<file path="src/rtl/mem_access_ctrl.sv">
// rtl/mem_access_ctrl.sv - multi-cycle load/store unit; MEM_MISALIGNED_SPLIT_EN enables split misaligned accesses
package mem_access_ctrl_pkg;
    typedef struct packed {
        logic       is_write;
        logic       is_unsigned;
        logic [1:0] op_size;
    } mem_microcode_t;
endpackage

module mem_access_ctrl
    import mem_access_ctrl_pkg::*;
#(
    parameter int ADDR_BITS      = 32,
    parameter int TIMEOUT_CYCLES = 15
) (
    input  logic                 clk,
    input  logic                 reset_n,
    input  logic                 start,
    input  mem_microcode_t       microcode,
    input  logic [ADDR_BITS-1:0] addr,
    input  logic [31:0]          in,
    output logic [31:0]          out,
    output logic [2:0]           fault_num,
    output logic                 done,
    output logic                 busy,
    output logic                 bus_req,
    output logic                 bus_we,
    output logic [ADDR_BITS-1:0] bus_addr,
    output logic [3:0]           bus_be,
    output logic [31:0]          bus_wdata,
    input  logic [31:0]          bus_rdata,
    input  logic                 bus_ack,
    input  logic                 bus_err
);
    localparam logic [1:0] S_IDLE = 2'd0;
    localparam logic [1:0] S_ACC0 = 2'd1;
`ifdef MEM_MISALIGNED_SPLIT_EN
    localparam logic [1:0] S_ACC1 = 2'd2;
`endif
    localparam logic [1:0] S_RESP = 2'd3;
    localparam int CW = $clog2(TIMEOUT_CYCLES + 1);
    localparam logic [CW-1:0] TMO_LAST = CW'(TIMEOUT_CYCLES - 1);

    logic [1:0]    state;
    logic [CW-1:0] tmo_cnt;
    logic          is_write_q;
    logic          is_unsigned_q;
    logic [1:0]    size_q;
    logic [1:0]    off_q;

    logic [3:0]  mask;
    logic [3:0]  be_lo;
    logic [31:0] wd_lo;
    logic        size_bad;
    logic        misaligned;
    logic [5:0]  sh;
    logic [31:0] assembled;
    logic [31:0] load_val;

    always_comb begin
        case (microcode.op_size)
            2'b00:   mask = 4'b0001;
            2'b01:   mask = 4'b0011;
            default: mask = 4'b1111;
        endcase
    end

    assign size_bad = (microcode.op_size == 2'b11);
    assign sh       = {1'b0, off_q, 3'b000};

`ifdef MEM_MISALIGNED_SPLIT_EN
    logic [7:0]  be_wide;
    logic [63:0] wd_wide;
    logic        cross_in;
    logic        cross_q;
    logic [3:0]  be_hi_q;
    logic [31:0] wd_hi_q;
    logic [31:0] rdata0_q;

    // The upper half of the widened lane shift is exactly the second-word lanes/data.
    assign be_wide    = {4'b0000, mask} << addr[1:0];
    assign wd_wide    = {32'b0, in} << {addr[1:0], 3'b000};
    assign cross_in   = |be_wide[7:4];
    assign be_lo      = be_wide[3:0];
    assign wd_lo      = wd_wide[31:0];
    assign misaligned = 1'b0;

    always_comb begin
        if (state == S_ACC1)
            assembled = (rdata0_q >> sh) | (bus_rdata << (6'd32 - sh));
        else
            assembled = bus_rdata >> sh;
    end
`else
    assign be_lo      = mask << addr[1:0];
    assign wd_lo      = in << {addr[1:0], 3'b000};
    assign misaligned = ((microcode.op_size == 2'b01) && addr[0]) ||
                        ((microcode.op_size == 2'b10) && (addr[1:0] != 2'b00));
    assign assembled  = bus_rdata >> sh;
`endif

    always_comb begin
        case (size_q)
            2'b00:   load_val = is_unsigned_q ? {24'b0, assembled[7:0]}
                                              : {{24{assembled[7]}}, assembled[7:0]};
            2'b01:   load_val = is_unsigned_q ? {16'b0, assembled[15:0]}
                                              : {{16{assembled[15]}}, assembled[15:0]};
            default: load_val = assembled;
        endcase
    end

    always_ff @(posedge clk) begin
        if (!reset_n) begin
            state         <= S_IDLE;
            tmo_cnt       <= '0;
            is_write_q    <= 1'b0;
            is_unsigned_q <= 1'b0;
            size_q        <= 2'b00;
            off_q         <= 2'b00;
            out           <= 32'b0;
            fault_num     <= 3'b000;
            done          <= 1'b0;
            busy          <= 1'b0;
            bus_req       <= 1'b0;
            bus_we        <= 1'b0;
            bus_addr      <= '0;
            bus_be        <= 4'b0;
            bus_wdata     <= 32'b0;
`ifdef MEM_MISALIGNED_SPLIT_EN
            cross_q       <= 1'b0;
            be_hi_q       <= 4'b0;
            wd_hi_q       <= 32'b0;
            rdata0_q      <= 32'b0;
`endif
        end else begin
            case (state)
                S_IDLE: begin
                    if (start) begin
                        is_write_q    <= microcode.is_write;
                        is_unsigned_q <= microcode.is_unsigned;
                        size_q        <= microcode.op_size;
                        off_q         <= addr[1:0];
                        busy          <= 1'b1;
                        if (size_bad || misaligned) begin
                            state     <= S_RESP;
                            done      <= 1'b1;
                            out       <= 32'b0;
                            fault_num <= {1'b1, microcode.is_write, 1'b0};
                        end else begin
                            state     <= S_ACC0;
                            tmo_cnt   <= '0;
                            bus_req   <= 1'b1;
                            bus_we    <= microcode.is_write;
                            bus_addr  <= {addr[ADDR_BITS-1:2], 2'b00};
                            bus_be    <= be_lo;
                            bus_wdata <= wd_lo;
`ifdef MEM_MISALIGNED_SPLIT_EN
                            cross_q   <= cross_in;
                            be_hi_q   <= be_wide[7:4];
                            wd_hi_q   <= wd_wide[63:32];
`endif
                        end
                    end
                end
                S_RESP: begin
                    state <= S_IDLE;
                    done  <= 1'b0;
                    busy  <= 1'b0;
                end
                default: begin
                    // Error beats a simultaneous ack; silence for the full budget is an access fault.
                    if (bus_err || (!bus_ack && tmo_cnt == TMO_LAST)) begin
                        state     <= S_RESP;
                        done      <= 1'b1;
                        bus_req   <= 1'b0;
                        bus_we    <= 1'b0;
                        bus_be    <= 4'b0;
                        out       <= 32'b0;
                        fault_num <= {1'b1, is_write_q, 1'b1};
                    end else if (bus_ack) begin
`ifdef MEM_MISALIGNED_SPLIT_EN
                        if (state == S_ACC0 && cross_q) begin
                            state     <= S_ACC1;
                            tmo_cnt   <= '0;
                            rdata0_q  <= bus_rdata;
                            bus_addr  <= bus_addr + ADDR_BITS'(4);
                            bus_be    <= be_hi_q;
                            bus_wdata <= wd_hi_q;
                        end else
`endif
                        begin
                            state     <= S_RESP;
                            done      <= 1'b1;
                            bus_req   <= 1'b0;
                            bus_we    <= 1'b0;
                            bus_be    <= 4'b0;
                            out       <= is_write_q ? 32'b0 : load_val;
                            fault_num <= 3'b000;
                        end
                    end else begin
                        tmo_cnt <= tmo_cnt + CW'(1);
                    end
                end
            endcase
        end
    end
endmodule

</file>
<file path="config.mk">
export PLATFORM = sky130hd
export DESIGN_NAME = mem_access_ctrl
export DESIGN_NICKNAME = d
export VERILOG_FILES = /design/src/rtl/mem_access_ctrl.sv
export SDC_FILE = /design/constraint.sdc
export NUM_CORES = 1
export LEC_CHECK = 0
export BUFFER_PORTS_ARGS = -buffer_cell sky130_fd_sc_hd__buf_2
export CORE_MARGIN = 2
export CORE_UTILIZATION = 50
export CTS_CLUSTER_DIAMETER = 80
export DETAILED_ROUTE_END_ITERATION = 12
export HOLD_SLACK_MARGIN = 0.03
export PLACE_DENSITY = 0.82
export SYNTH_ARGS = -nofsm -noshare
export SYNTH_HDL_FRONTEND = slang
export SYNTH_SLANG_ARGS = --single-unit
</file>
<file path="constraint.sdc">
create_clock -name clk -period 3.5 [get_ports clk]
set_clock_uncertainty 0.1 [all_clocks]
set_input_delay 0.35 -clock clk [delete_from_list [all_inputs] [get_ports clk]]
set_output_delay 0.35 -clock clk [all_outputs]
set_load 0.02 [all_outputs]
</file>
## Word level (Yosys, flattened, before mapping)

Cells that the tools add are included.

| word-level totals | value |
|---|---|
| latch bits | 0 |
| memory bits (read-only) | 0 |
| output and inout port bits | 107 |
| bits in registers | 117 |
| logic and storage cells | 99 |
| bits of input ports | 105 |
| memories | 0 |
| bits in writable memories | 0 |

| cells by class | value |
|---|---|
| equal/unequal tests | 11 |
| bitwise operators | 2 |
| shift-type cells | 3 |
| add/sub/neg operators | 1 |
| multiply operators | 0 |
| reduce and logical (&&, ||, !) cells | 22 |
| $lt $le $gt $ge | 0 |
| muxes and demuxes | 45 |
| div/mod/pow operators | 0 |

Operators by type and width:

| kind | number |
|---|---|
| $mux W32 | 7 |
| $pmux W32 S2 | 2 |
| $mux W4 | 8 |
| $shl A32 B5 Y32 | 1 |
| $shr A32 B5 Y32 | 1 |
| $pmux W4 S2 | 3 |
| $mux W3 | 4 |
| $mux W1 | 11 |
| $mux W2 | 4 |
| $pmux W1 S2 | 4 |
| $reduce_and A4 Y1 | 2 |
| $eq A2 B2 Y1 const B | 3 |
| $logic_not A2 Y1 | 3 |
| $ne A2 B2 Y1 const B | 3 |
| $pmux W3 S2 | 1 |
| $reduce_and A2 Y1 | 3 |
| $reduce_and A3 Y1 | 2 |
| $reduce_and A5 Y1 | 1 |
| $add A4 B1 Y4 const B | 1 |
| $eq A2 B1 Y1 const B | 2 |
| $eq A4 B4 Y1 const B | 1 |
| $ne A2 B1 Y1 const B | 2 |
| $pmux W2 S2 | 1 |
| $reduce_bool A2 Y1 | 2 |
| 7 further kinds | 12 |

## Longest topological paths before layout

| logic depth | value |
|---|---|
| depth after elaboration | 7 |
| mapped depth | 9 |
| mapped depth without buffers | 6 |

## Worst setup path before layout

Ideal clock, no wire load.

| path | value |
|---|---|
| path type | register -> register |
| from | register state[0] |
| to | register out[24] |
| arrival | 1.871 ns |
| required time | 3.340 ns |
| path buffers | 1 |
| slack | 1.469 ns |
| stages on the path, launching flop included | 8 |
| setup time | 0.060 ns |
| clock period less this slack | 2.031 ns |
| cells stage by stage | dfxtp_1 -> inv_1 -> ha_1 -> nor4b_4 -> nand2_2 -> a2111oi_4 -> buf_6 -> a221o_1 |

| on the way | value |
|---|---|
| cells in the longest elaborated chain, start to end | 3 |
| elaborated cells between the ends (all ways) | 8 |
| classes of those cells | eq/ne (3); mux (1); bitwise (1); reduce/logical (3) |

Ends and longest elaborated chain:

| what | RTL line | RTL |
|---|---|---|
| start: declaration | 44 | `logic [1:0] state;` |
| start signal: assignment | 114 | `state <= S_IDLE;` |
| start signal: assignment | 145 | `state <= S_RESP;` |
| start signal: assignment | 150 | `state <= S_ACC0;` |
| $logic_not A2 Y1 or $eq A2 B2 Y1 (tied branches) | 136 | `case (state)` |
| $ne A2 B2 Y1 (no source line), or another cell as far along | - |  |
| $reduce_and A4 Y1 (no source line) | - |  |
| end signal: assignment | 197 | `out <= is_write_q ? 32'b0 : load_val;` |
| end: declaration | 22 | `output logic [31:0] out,` |

Several ways; a longest one is shown, not always the timed one.
A chain may end at the register's enable or synchronous reset.

## Worst setup path after layout

| path | value |
|---|---|
| from | register state[0] |
| to | register out[18] |

Same word-level chain as after synthesis.

==> metrics.txt <==
status complete, no violations; layout cell share with drive strength beyond 1 roughly a third; LEAKAGE 3.26 nW; unrepaired setup endpoints after global routing false; register area share after synthesis about 44%; I/O pins around 210; Synth top area share between 40 and 50%; largest net degree at the start of global routing 72; CTS tree built; Synth area leaders dfxtp_1 (44%), a21oi_1 (7.8%), nand2_1 (7.7%), mux2i_1 (6.3%), o2bb2ai_1 (3.8%); cell taking the most area after synthesis dfxtp_1; clock latency on the worst-skew pair between 0.5 and 0.6 ns; PD cells 554 nW/um2; post-CTS setup buffer count 0; clock buffer depth 2; Primary FF master, synth dfxtp_1; critical path arrival between 3 and 4 ns; CTS H-Tree Depth 4; cell row count 37; via/cell ratio between 5 and 6; number of global-route vias before repair about 5500; DIE HEIGHT ~110 um; GPL Wtd Cong 0.879; Cells after Synth 591; Final ANT Viol Nets 0; CP peak stage delay roughly 0.88 ns; Hold Fails Final Rpt 0; GRT overflow 0; crit share post-route just under 80%; top cells by count, synth dfxtp_1 (117), nand2_1 (108), a21oi_1 (82); dpl hpwl about 11000 um; TritonCTS Buffers 17; # hold bufs at CTS between 40 and 50; first-pass GRT wire length between 20000 and 30000 um; Worst Setup End Kind flip-flop; Slew Limit Headroom a little over two fifths; endpoints failing setup 0; synth warn 0; via count between 5000 and 6000; 1st-iter DRT viols 378; total of max-cap violations 0; DRT Wirelength 16800 um; count leader, synth dfxtp_1; Avg Inst Size Synth a little under 9 um2; Seq cells post-synth approximately 120; core area 10300 um2; Die Wd approximately 110 um; Netlist cell types 52; delay-heaviest family, CP compound AO/OA/AOI/OAI gates; TritonCTS Sinks about 120; TritonRoute pass-1 iters 5; worst hold path class input pin to flip-flop; antenna violations before repair 0; number of buffers and inverters on the critical path 1; input/output buffers ~210; post_cts resized 0; slowest library cell on the worst path a2111oi_4; gr usage total slightly below 30%; total negative slack 0 ns; ys async rst share 0%; CP cell instances inv_1, ha_1, nor4b_4, nand2_2, a2111oi_4, a221o_1; Slew Viols, Final 0; Clk pin slew, worst setup/hold paths about 0.050 ns; Post-synth EDFFs 0; die area between 10000 and 15000 um2; Routed WL per cell ~17 um; type of the worst setup path flip-flop to flip-flop; Clock Tree Root clkbuf_8; overall power a little over 4 mW; initial core utilization between 50% and 60%; area grow syn2layout 40.3%; Final nets 938; Peak Freq roughly 370 MHz; crit path max fanout 18; Worst setup SP type flip-flop; WP data required around 3.9 ns; DRC 0; VDD IR max around 0.00035 V; minimum clock period 2.72 ns; Least-Margin Pin Slew a little under 0.9 ns; cell area after synthesis ~5300 um2; n_diodes 0
## final timing paths
kind	cells past startpoint	to	start	slack, ns
setup / recovery	6	out[18]	state[0]	0.78
hold reg to reg	2	bus_addr[3]	bus_addr[3]	0.35
hold / removal	3	bus_wdata[1]	in[1]	0.06
setup reg to reg	6	out[18]	state[0]	0.78
## worst reg2reg max path: stages, from the launching register on
cell and delay [ns]:
dfxtp_1 0.38, inv_1 0.07, ha_1 0.38, nor4b_4 0.35, nand2_2 0.28, a2111oi_4 0.88
a221o_1 0.22
## stage by stage
stage / hold slack (ns) / utilization [%] / worst slack, ns / area [um2] / cells
2_1_floorplan: 0.353 / - / 1.47 / 5270 / 592
3_3_place_gp: 0.333 / 61.5 / 0.936 / 6320 / 898
3_5_place_dp: 0.334 / 61.5 / 0.843 / 6320 / 898
4_1_cts: 0.0324 / 71.8 / 0.808 / 7380 / 975
5_1_grt: 0.0572 / 71.8 / 0.591 / 7380 / 975
6_report: 0.0597 / 71.8 / 0.784 / 7380 / 975
## cells by family (layout without fill, tap and decap cells)
group | Yosys count | count (layout) | share of synthesized area [%]
and+or+nand+nor | 197 | 197 | 16.8
AOI/OAI and AO/OA | 168 | 168 | 22.3
DFF | 117 | 117 | 44.5
buffers and inverters | 51 | 298 | 4.73
muxes | 50 | 50 | 10.1
adders and majority gates | 5 | 5 | 1.19
xor gates and xnor gates | 2 | 2 | 0.333
other | 1 | 2 | 0.0712
## report_power, final
group / total [mW] / switching, mW / internal [mW] / leakage (nW)
Clock: 1.75 / 0.584 / 1.16 / 0.290
Sequential: 1.50 / 0.0668 / 1.43 / 0.950
Combinational: 0.848 / 0.522 / 0.326 / 2.01
## sequential cells by signal, indices dropped and copies added (netlist names)
name	flops
bus_addr	30
bus_be	4
bus_req	1
bus_wdata	32
bus_we	1
busy	1
done	1
fault_num	3
is_unsigned_q	1
is_write_q	1
off_q	2
out	32
size_q	2
state	2
tmo_cnt	4
## per-layer routing
layer | routed length (um) | vias up | global-route usage (%)
met5 | 0 | - | 0
met4 | 487 | 0 | 13.3
met3 | 1900 | 42 | 11.1
met2 | 7810 | 322 | 49.4
met1 | 6570 | 2535 | 34.2
li1 | - | 2589 | -
## placed cells by master (no fill, tap or decap), types with 5 or more instances in the layout
| cell type | synthesis | layout |
|---|---|---|
| nand3_1 | 11 | 11 |
| nor3_1 | 10 | 10 |
| nor2_1 | 37 | 37 |
| dfxtp_1 | 117 | 117 |
| a221o_1 | 16 | 16 |
| mux2_2 | 16 | 16 |
| o211ai_1 | 9 | 9 |
| or3_1 | 9 | 9 |
| nand2_1 | 108 | 108 |
| buf_2 | 19 | 209 |
| o21ai_0 | 6 | 6 |
| mux2i_1 | 33 | 33 |
| clkbuf_16 | 0 | 16 |
| buf_4 | 7 | 7 |
| a211oi_1 | 9 | 9 |
| ha_1 | 5 | 5 |
| a21oi_1 | 82 | 82 |
| o2bb2ai_1 | 23 | 23 |
| a22o_1 | 5 | 5 |
| dlygate4sd3_1 | 0 | 47 |
## layout make-up
class                           count  area [um2]
Clock buffer                       20         435
Fill cell                         742        2890
Timing Repair Buffer              263        1570
Inverter                            5        18.8
Multi-Input combinational cell    424        2690
Sequential cell                   117        2340
Clock inverter                     10         156
Tap cell                          136         170
No activity file was read; power rests on OpenSTA's default activity.
